<file path="src/rtl/lsu_pkg.sv">
// Shared constants and types for the load/store unit: funct3 encodings, error codes, FSM states
// and request classification.
package lsu_pkg;

  localparam logic [2:0] Funct3Lb  = 3'd0;
  localparam logic [2:0] Funct3Lh  = 3'd1;
  localparam logic [2:0] Funct3Lw  = 3'd2;
  localparam logic [2:0] Funct3Lbu = 3'd4;
  localparam logic [2:0] Funct3Lhu = 3'd5;
  localparam logic [2:0] Funct3Sb  = 3'd0;
  localparam logic [2:0] Funct3Sh  = 3'd1;
  localparam logic [2:0] Funct3Sw  = 3'd2;

  typedef enum logic [1:0] {
    ErrNone       = 2'd0,
    ErrMisaligned = 2'd1,
    ErrTimeout    = 2'd2,
    ErrIllegal    = 2'd3
  } lsu_err_e;

  typedef enum logic [1:0] {
    StIdle = 2'd0,
    StReq  = 2'd1,
    StResp = 2'd2
  } lsu_state_e;

  function automatic logic lsu_is_illegal(input logic load, input logic store,
                                          input logic [2:0] funct3);
    logic illegal;
    illegal = 1'b0;
    if (load == store) begin
      illegal = 1'b1;
    end else if (load) begin
      illegal = (funct3 == 3'd3) || (funct3 == 3'd6) || (funct3 == 3'd7);
    end else begin
      illegal = (funct3 >= 3'd3);
    end
    return illegal;
  endfunction

  function automatic logic lsu_is_misaligned(input logic [2:0] funct3, input logic [1:0] offset);
    logic mis;
    mis = 1'b0;
    if (funct3[1:0] == 2'd1) begin
      mis = offset[0];
    end else if (funct3[1:0] == 2'd2) begin
      mis = (offset != 2'b00);
    end
    return mis;
  endfunction

endpackage

</file>
<file path="src/rtl/lsu_align.sv">
// Byte-lane formatting: store byte enables and lane replication, and load lane extraction with
// sign or zero extension.
module lsu_align
  import lsu_pkg::*;
(
  input  logic [2:0]  funct3,
  input  logic [1:0]  offset,
  input  logic [31:0] store_data,
  input  logic [31:0] rdata,
  output logic [3:0]  be,
  output logic [31:0] wdata,
  output logic [31:0] load_data
);

  logic [7:0]  lane_byte;
  logic [15:0] lane_half;

  always_comb begin
    unique case (offset)
      2'd0:    lane_byte = rdata[7:0];
      2'd1:    lane_byte = rdata[15:8];
      2'd2:    lane_byte = rdata[23:16];
      default: lane_byte = rdata[31:24];
    endcase
    lane_half = offset[1] ? rdata[31:16] : rdata[15:0];
  end

  always_comb begin
    be        = 4'b1111;
    wdata     = store_data;
    load_data = rdata;
    unique case (funct3[1:0])
      2'd0: begin
        be        = 4'b0001 << offset;
        wdata     = {4{store_data[7:0]}};
        load_data = funct3[2] ? {24'd0, lane_byte} : {{24{lane_byte[7]}}, lane_byte};
      end
      2'd1: begin
        be        = offset[1] ? 4'b1100 : 4'b0011;
        wdata     = {2{store_data[15:0]}};
        load_data = funct3[2] ? {16'd0, lane_half} : {{16{lane_half[15]}}, lane_half};
      end
      default: begin
        be        = 4'b1111;
        wdata     = store_data;
        load_data = rdata;
      end
    endcase
  end

endmodule

</file>
<file path="src/rtl/load_store_unit.sv">
// Multi-cycle RV32I load/store unit: classifies a request, drives a req/ack data bus with
// timeout, and returns formatted load data or an error code.
module load_store_unit
  import lsu_pkg::*;
#(
  parameter int unsigned TIMEOUT_CYCLES = 16
) (
  input  logic        clk_i,
  input  logic        rst_i,
  input  logic        req_valid_i,
  output logic        req_ready_o,
  input  logic        load_i,
  input  logic        store_i,
  input  logic [2:0]  funct3_i,
  input  logic [31:0] addr_i,
  input  logic [31:0] store_data_i,
  output logic        mem_req_o,
  output logic        mem_we_o,
  output logic [31:0] mem_addr_o,
  output logic [3:0]  mem_be_o,
  output logic [31:0] mem_wdata_o,
  input  logic        mem_ack_i,
  input  logic [31:0] mem_rdata_i,
  output logic        done_o,
  output logic [31:0] load_data_o,
  output logic [1:0]  err_o,
  output logic        busy_o
);

  lsu_state_e  state_q, state_d;
  logic [31:0] cnt_q, cnt_d;
  logic [2:0]  funct3_q, funct3_d;
  logic [1:0]  offset_q, offset_d;
  logic        mem_req_q, mem_req_d;
  logic        mem_we_q, mem_we_d;
  logic [31:0] mem_addr_q, mem_addr_d;
  logic [3:0]  mem_be_q, mem_be_d;
  logic [31:0] mem_wdata_q, mem_wdata_d;
  logic        done_q, done_d;
  logic [31:0] load_data_q, load_data_d;
  logic [1:0]  err_q, err_d;

  logic [2:0]  align_funct3;
  logic [1:0]  align_offset;
  logic [3:0]  align_be;
  logic [31:0] align_wdata;
  logic [31:0] align_load;

  // In IDLE the aligner formats the incoming request; afterwards it extracts from the bus word.
  assign align_funct3 = (state_q == StIdle) ? funct3_i : funct3_q;
  assign align_offset = (state_q == StIdle) ? addr_i[1:0] : offset_q;

  lsu_align u_align (
    .funct3     (align_funct3),
    .offset     (align_offset),
    .store_data (store_data_i),
    .rdata      (mem_rdata_i),
    .be         (align_be),
    .wdata      (align_wdata),
    .load_data  (align_load)
  );

  always_comb begin
    state_d     = state_q;
    cnt_d       = cnt_q;
    funct3_d    = funct3_q;
    offset_d    = offset_q;
    mem_req_d   = mem_req_q;
    mem_we_d    = mem_we_q;
    mem_addr_d  = mem_addr_q;
    mem_be_d    = mem_be_q;
    mem_wdata_d = mem_wdata_q;
    done_d      = 1'b0;
    load_data_d = load_data_q;
    err_d       = err_q;

    unique case (state_q)
      StIdle: begin
        if (req_valid_i) begin
          funct3_d = funct3_i;
          offset_d = addr_i[1:0];
          if (lsu_is_illegal(load_i, store_i, funct3_i)) begin
            state_d = StResp;
            done_d  = 1'b1;
            err_d   = ErrIllegal;
          end else if (lsu_is_misaligned(funct3_i, addr_i[1:0])) begin
            state_d = StResp;
            done_d  = 1'b1;
            err_d   = ErrMisaligned;
          end else begin
            state_d     = StReq;
            cnt_d       = 32'd0;
            mem_req_d   = 1'b1;
            mem_we_d    = store_i;
            mem_addr_d  = {addr_i[31:2], 2'b00};
            mem_be_d    = align_be;
            mem_wdata_d = align_wdata;
          end
        end
      end
      StReq: begin
        if (mem_ack_i) begin
          state_d   = StResp;
          done_d    = 1'b1;
          mem_req_d = 1'b0;
          err_d     = ErrNone;
          if (!mem_we_q) begin
            load_data_d = align_load;
          end
        end else if ((TIMEOUT_CYCLES != 0) && ((cnt_q + 32'd1) == TIMEOUT_CYCLES)) begin
          state_d   = StResp;
          done_d    = 1'b1;
          mem_req_d = 1'b0;
          err_d     = ErrTimeout;
        end else begin
          cnt_d = cnt_q + 32'd1;
        end
      end
      StResp: begin
        state_d = StIdle;
      end
      default: begin
        state_d   = StIdle;
        mem_req_d = 1'b0;
      end
    endcase
  end

  always_ff @(posedge clk_i) begin
    if (rst_i) begin
      state_q     <= StIdle;
      cnt_q       <= 32'd0;
      funct3_q    <= 3'd0;
      offset_q    <= 2'd0;
      mem_req_q   <= 1'b0;
      mem_we_q    <= 1'b0;
      mem_addr_q  <= 32'd0;
      mem_be_q    <= 4'd0;
      mem_wdata_q <= 32'd0;
      done_q      <= 1'b0;
      load_data_q <= 32'd0;
      err_q       <= 2'd0;
    end else begin
      state_q     <= state_d;
      cnt_q       <= cnt_d;
      funct3_q    <= funct3_d;
      offset_q    <= offset_d;
      mem_req_q   <= mem_req_d;
      mem_we_q    <= mem_we_d;
      mem_addr_q  <= mem_addr_d;
      mem_be_q    <= mem_be_d;
      mem_wdata_q <= mem_wdata_d;
      done_q      <= done_d;
      load_data_q <= load_data_d;
      err_q       <= err_d;
    end
  end

  assign req_ready_o = (state_q == StIdle);
  assign busy_o      = req_valid_i || (state_q != StIdle);
  assign mem_req_o   = mem_req_q;
  assign mem_we_o    = mem_we_q;
  assign mem_addr_o  = mem_addr_q;
  assign mem_be_o    = mem_be_q;
  assign mem_wdata_o = mem_wdata_q;
  assign done_o      = done_q;
  assign load_data_o = load_data_q;
  assign err_o       = err_q;

endmodule

</file>
<file path="config.mk">
export PLATFORM = sky130hd
export DESIGN_NAME = load_store_unit
export DESIGN_NICKNAME = d
export VERILOG_FILES = /design/src/rtl/lsu_pkg.sv /design/src/rtl/lsu_align.sv /design/src/rtl/load_store_unit.sv
export SDC_FILE = /design/constraint.sdc
export NUM_CORES = 1
export LEC_CHECK = 0
export CORE_MARGIN = 2
export CORE_UTILIZATION = 52
export DETAILED_ROUTE_END_ITERATION = 12
export HOLD_SLACK_MARGIN = 0.02
export PLACE_DENSITY_LB_ADDON = 0.3
export SLEW_MARGIN = 30
export SYNTH_ARGS = -nofsm -noshare
export SYNTH_HDL_FRONTEND = slang
export SYNTH_HIERARCHICAL = 1
export SYNTH_SLANG_ARGS = --single-unit
</file>
<file path="constraint.sdc">
create_clock -name clk_i -period 5.64 [get_ports clk_i]
set_input_delay 1.128 -clock clk_i [delete_from_list [all_inputs] [get_ports clk_i]]
set_output_delay 1.128 -clock clk_i [all_outputs]
set_load 0.05 [all_outputs]
</file>
==> results of run 1 <==
layout make-up:
type                            instances  area [um^2]  share of cell area, %
Multi-Input combinational cell        740         4173                  41.50
Sequential cell                       142         2843                  28.27
Timing Repair Buffer                  219         2185                  21.72
Clock buffer                           23        478.0                  4.753
Tap cell                              180        225.2                  2.240
Clock inverter                          9        85.08                 0.8461
Inverter                               18        67.56                 0.6719
final timing paths:
check,startpoint,to,depth (start not counted)
hold / removal,mem_addr_o[11],mem_addr_o[11],2
setup / recovery,req_valid_i,busy_o,4
hold reg to reg,mem_addr_o[11],mem_addr_o[11],2
setup reg to reg,cnt_q[0],cnt_q[15],9
through the flow:
step	hold WS, ns	instance area, um^2
2_1_floorplan	0.4338	7490
3_3_place_gp	0.4406	9462
3_5_place_dp	0.4455	9462
4_1_cts	0.4533	10020
5_1_grt	0.4693	10060
6_report	0.4508	10060
synth_stat cells, types with 4 or more instances:
cell	instances
nor3_1	17
a31oi_1	8
o21ai_1	4
nor2_1	30
buf_2	12
and4_1	4
or3_1	5
nand2_1	257
nand2b_1	7
nand3_1	22
buf_4	13
and2_1	8
buf_6	4
a221o_1	6
o21ai_0	38
xor2_1	11
a211oi_1	4
and3_1	12
clkbuf_1	57
o211ai_1	11
inv_1	16
dfxtp_1	142
a2bb2oi_1	9
xnor2_1	4
nand4_1	13
mux2_2	24
a21oi_1	147
a311oi_1	10
nor4_1	5
mux2i_1	15
nor2b_1	6
o41ai_1	7
logic make-up after synthesis:
logic type / share of synthesized area (%)
DFF: 37.97
buffers and inverters: 6.569
AOI/OAI and AO/OA: 21.65
xor gates and xnor gates: 1.755
other: 0.05009
and+or+nand+nor: 25.37
muxes: 6.468
adders and majority gates: 0.1671
layout by cell type, fill, tap and decap left out, drive strengths merged, types with 7 or more instances in the layout:
cell type	n
inv	17
o21ai	42
dfxtp	142
mux2	25
a31oi	8
and2	10
nand2	258
nand2b	7
clkbuf	23
a21oi	148
nor2	31
clkdlybuf4s50	208
buf	11
and3	13
mux2i	15
nand3	22
a2bb2oi	9
nor3	17
xor2	11
nand4	14
o41ai	7
o211ai	12
a311oi	10
worst max-delay path, stage by stage:
cell and delay (ns):
clkdlybuf4s50_1 0.43, nor3_1 0.30, inv_1 0.09, clkdlybuf4s50_1 0.74
power by group through the flow:
stage                     clock (mW)  sequential, mW  combinational [mW]
after global placement             0            1.06               0.464
after global routing            1.13            1.04               0.512
after floorplan                    0            1.12               0.246
after CTS                       1.09            1.04               0.472
final                           1.08            1.04               0.480
after detailed placement           0            1.06               0.468
metal layers:
layer | track usage, % | part of all wire [%]
met1 | 36.06 | 40
met2 | 47.05 | 47
met3 | 9.707 | 9.1
met5 | 0 | 0
met4 | 13.69 | 3.3
state kept, by name, summed over array words and instances (netlist names):
signal / count
cnt_q: 32
done_o: 1
err_o: 2
funct3_q: 3
load_data_o: 32
mem_addr_o: 30
mem_be_o: 4
mem_req_o: 1
mem_wdata_o: 32
mem_we_o: 1
offset_q: 2
state_q: 2
==> results.json, run 1 <==
{
  "setup_viol": 0,
  "die_y_um": 124.0,
  "syn_inst": 987,
  "swShare_pct": 28.17,
  "required_ns": 4.51,
  "p_switching_mw": 0.7314,
  "cp-end-kind": "output port",
  "path_clk_slew_ns": 0.06,
  "synth_top_flop_cell": "dfxtp_1",
  "remaining_drc_errors": 0,
  "cts_tree": "built",
  "ctsRootBufferMaster": "clkbuf_16",
  "grt-ovfl-total": 0,
  "status": "finished, final reports clean",
  "grt_pass1_wl_um": 35470,
  "dr.pass1.iters": 8,
  "num_vias": 7844,
  "synth_cell_type_count": 75,
  "drtAntennaViolNets": 0,
  "fin_skew_ns": 0.008264,
  "postLayoutSetupSlackWorst_ns": 1.815,
  "crit_fanout": 3,
  "antenna_found_initial": 0,
  "wl_per_cell_um": 17.37,
  "finalHoldViolations": 0,
  "drv_slew": 0,
  "io_pins": 212,
  "critPathLaunchType": "primary input",
  "cts_resized": 0,
  "p_leak_nw": 3.465,
  "cap_violations": 0,
  "hold_buffers": 0,
  "row_count": 43,
  "max_slew_margin_pct": 39.13,
  "p_int_mw": 1.865,
  "die_w_um": 124.0,
  "finish.net_count": 1244,
  "vias_per_cell": 5.893,
  "cts_buffers": 17,
  "power_density_nw_per_um2": 258.2,
  "ys_warn_count": 6,
  "peakVddDrop_mv": 0.2157,
  "port_buffers": 209,
  "post_cts_buffers": 0,
  "dieArea_um2": 15370,
  "synth_top_area_cell": "dfxtp_1",
  "drive_gt1_share_pct": 7.385,
  "start_util_pct": 53.52,
  "synth_area_um2": 7486,
  "pwr-share-clk_pct": 41.5,
  "place_ws_ns": 1.627,
  "layout_min_cycle_time_ns": 3.825,
  "tns_ns": 0,
  "criticalPathCategory": "primary input to output port",
  "min_path_type": "register to register",
  "power_mw": 2.596,
  "ctsLongestPathBuffers": 2,
  "core_um2": 13990,
  "drtIter0Drc": 571,
  "final_cells": 1331,
  "gp_congestion": 0.9273,
  "yosysTopAreaCellShare_pct": 37.97,
  "fin_util_pct": 71.89,
  "synth_enable_flop_cells": 0,
  "grt_max_degree": 81,
  "rsz0062_at_grt": "no",
  "syn_area_per_cell_um2": 7.585,
  "fin_crit_sh_pct": 67.82,
  "async_reset_ff_share_pct": 0,
  "diodes": 0,
  "dp_hpwl_um": 15700,
  "ys_seq_area_share_pct": 37.97,
  "clock-sinks": 142,
  "dp.cells": 1298,
  "num-fill-cells": 1108,
  "area_growth_syn_to_layout_pct": 34.33,
  "seq_power_share_pct": 40.0,
  "combinationalPowerShare_pct": 18.5,
  "synth_area_leaders": "dfxtp_1 (38%), nand2_1 (13%), a21oi_1 (9.8%)",
  "track_usage_pct": 29.48,
  "htree_num_levels": 4,
  "grt_pass1_vias": 7119,
  "worst_pin_slew_ns": 0.9097,
  "worstPathArrival_ns": 2.70,
  "ys_ff_latch": 142,
  "rrSetupSlack_ns": 1.84,
  "fmax_ghz": 0.2614,
  "worstSkewPairLatency_ns": 0.43,
  "wl_um": 23110
}
Note: power is estimated with default switching activity, not from simulation.
==> run 2: changes to the inputs <==
--- a/config.mk
+++ b/config.mk
@@ -6,7 +6,7 @@
 export NUM_CORES = 1
 export LEC_CHECK = 0
 export CORE_MARGIN = 2
-export CORE_UTILIZATION = 52
+export CORE_UTILIZATION = 44
 export DETAILED_ROUTE_END_ITERATION = 12
 export HOLD_SLACK_MARGIN = 0.02
 export PLACE_DENSITY_LB_ADDON = 0.3
==> constraint.sdc (replaced) <==
create_clock -name clk_i -period 3.4 [get_ports clk_i]
set_input_delay 0.68 -clock clk_i [delete_from_list [all_inputs] [get_ports clk_i]]
set_output_delay 0.68 -clock clk_i [all_outputs]
set_load 0.05 [all_outputs]
==> run 2 against run 1 <==
Net effect:
- flip-flop and latch count unchanged
- worst hold slack about the same
- via count down 2.1%
- clock power up 70%
- global-route usage down 4.2 points
- clock skew up 0.0026 ns
- non-clock buffer count up 17
- largest power group unchanged
- count of clock-buffer cells in the layout down 3
- final cell count up 4.3%
- sequential power up 65%
- die area up 18%
- sequential share of layout area down 0.51 points
==> results.json, run 2 (synthesized netlist as in run 1, its figures left out) <==
{
  "core_um2": 16580,
  "htree_num_levels": 4,
  "mostFrequentLayoutCell": "nand2_1",
  "finish.net_count": 1261,
  "diodes": 0,
  "die_w_um": 134.4,
  "cp-end-kind": "register",
  "setup_viol": 0,
  "num_vias": 7680,
  "cts_buffers": 17,
  "rsz0062_at_grt": "no",
  "fin_crit_sh_pct": 92.88,
  "final_cells": 1388,
  "antenna_found_initial": 0,
  "critPathLaunchType": "register",
  "drv_slew": 0,
  "vias_per_cell": 5.533,
  "max_slew_margin_pct": 48.33,
  "rrSetupSlack_ns": 0.24,
  "fin_util_pct": 61.75,
  "status": "finished, final reports clean",
  "p_leak_nw": 3.550,
  "drtIter0Drc": 547,
  "worst_pin_slew_ns": 0.7750,
  "grt-ovfl-total": 0,
  "dr.pass1.iters": 7,
  "tns_ns": 0,
  "io_pins": 212,
  "crit_start": "cnt_q[1]",
  "dp.cells": 1356,
  "remaining_drc_errors": 0,
  "dp_hpwl_um": 16390,
  "path_clk_slew_ns": 0.06,
  "ctsRootBufferMaster": "clkbuf_16",
  "fmax_ghz": 0.3166,
  "worstSkewPairLatency_ns": 0.42,
  "required_ns": 3.66,
  "finalHoldViolations": 0,
  "area_growth_syn_to_layout_pct": 36.79,
  "power_density_nw_per_um2": 426.7,
  "grt_max_degree": 62,
  "crit_fanout": 12,
  "die_y_um": 134.4,
  "min_path_type": "register to register",
  "num-fill-cells": 1537,
  "track_usage_pct": 25.32,
  "timing.rr.end": "cnt_q[24]",
  "gp_congestion": 0.9694,
  "wl_um": 23190,
  "fin_skew_ns": 0.01087,
  "port_buffers": 209,
  "ctsLongestPathBuffers": 2,
  "grt_pass1_wl_um": 36880,
  "endpoint": "cnt_q[24]",
  "rr_startpoint": "cnt_q[1]",
  "dieArea_um2": 18070,
  "reg2regPathDepth": 10,
  "peakVddDrop_mv": 0.3994,
  "row_count": 47,
  "layout_min_cycle_time_ns": 3.158,
  "wl_per_cell_um": 16.71,
  "clock-sinks": 142,
  "drtAntennaViolNets": 0,
  "start_util_pct": 45.14,
  "mostFrequentLayoutCells": "nand2_1 (257), clkdlybuf4s50_1 (208), a21oi_1 (147), dfxtp_1 (142), o21ai_0 (38)",
  "cts_tree": "built",
  "worstPathArrival_ns": 3.42,
  "grt_pass1_vias": 7356,
  "criticalPathCategory": "register to register",
  "drive_gt1_share_pct": 8.990,
  "cap_violations": 0
}
==> run 2: routing by layer <==
metal  global-route usage (%)  up-vias  wire length [um]  share of wire (%)
li1                         -     3780                 -                  -
met1                    30.48     3569              9524                 41
met2                    42.86      291             11180                 48
met3                    8.692       40              1958                8.4
met4                    7.368        0               523                2.3
met5                        0        -                 0                  0
==> run 2: how the worst min path moves through the flow <==
stage | startpoint | end | slack [ns] | depth (start not counted)
floorplan | funct3_q[0] | funct3_q[0] | 0.43 | 2
global placement | mem_addr_o[10] | mem_addr_o[10] | 0.44 | 2
detailed placement | mem_addr_o[19] | mem_addr_o[19] | 0.45 | 2
CTS | mem_addr_o[20] | mem_addr_o[20] | 0.45 | 2
global route | load_data_o[29] | load_data_o[29] | 0.47 | 2
finish | mem_addr_o[20] | mem_addr_o[20] | 0.45 | 2
==> run 2: worst max-delay path: stages (launching register included) <==
cell       delay (ns)
dfxtp_1          0.41
ha_1             0.24
and3_1           0.28
and2_4           0.26
nand3_1          0.16
a221oi_1         0.33
o2111ai_1        0.24
or4b_1           0.57
buf_4            0.20
a41oi_1          0.21
a311oi_1         0.08
==> run 2: what timing repair did <==
action | 4_1_cts | 5_1_grt
endpoints found under the hold margin | 0 | 0
resized for setup | 0 | 1
hold buffers | 0 | 0
endpoints found under the setup margin | 0 | 5
buffers inserted | 0 | 0
==> run 2: per-stage QoR <==
step | setup WS [ns] | instance area (um^2) | power [mW] | hold slack [ns]
after global routing | 0.07159 | 10240 | 4.533 | 0.4693
after global placement | 0.3659 | 9647 | 2.548 | 0.4408
after floorplan | 0.5238 | 7490 | 2.268 | 0.4338
after detailed placement | 0.2365 | 9647 | 2.554 | 0.4457
final | 0.2419 | 10240 | 4.370 | 0.4504
after CTS | 0.2228 | 10240 | 4.405 | 0.4545
==> run 2: power by group <==
part | internal (mW) | switching, mW | leakage, nW
Sequential | 1.70 | 0.0207 | 1.15
Combinational | 0.339 | 0.465 | 2.12
Clock | 1.08 | 0.761 | 0.282
Total | 3.12 | 1.25 | 3.55
==> run 2: final cells by class <==
class | instances | area, um^2 | share of cell area [%]
tap | 220 | 275.3 | 2.688
sequential | 142 | 2843 | 27.76
inverter | 18 | 67.56 | 0.6598
clock inverter | 12 | 125.1 | 1.222
multi-input combinational | 740 | 4170 | 40.73
timing repair buffer | 236 | 2292 | 22.39
clock buffer | 20 | 466.7 | 4.558
==> run 3: changes to the inputs <==
--- a/config.mk
+++ b/config.mk
@@ -5,9 +5,11 @@
 export SDC_FILE = /design/constraint.sdc
 export NUM_CORES = 1
 export LEC_CHECK = 0
+export ABC_CLOCK_PERIOD_IN_PS = 3400
 export CORE_MARGIN = 2
 export CORE_UTILIZATION = 44
 export DETAILED_ROUTE_END_ITERATION = 12
+export GPL_TIMING_DRIVEN = 1
 export HOLD_SLACK_MARGIN = 0.02
 export PLACE_DENSITY_LB_ADDON = 0.3
 export SLEW_MARGIN = 30
==> results of run 3 <==
The final DEF is identical to that of run 2; final timing and power are the same.
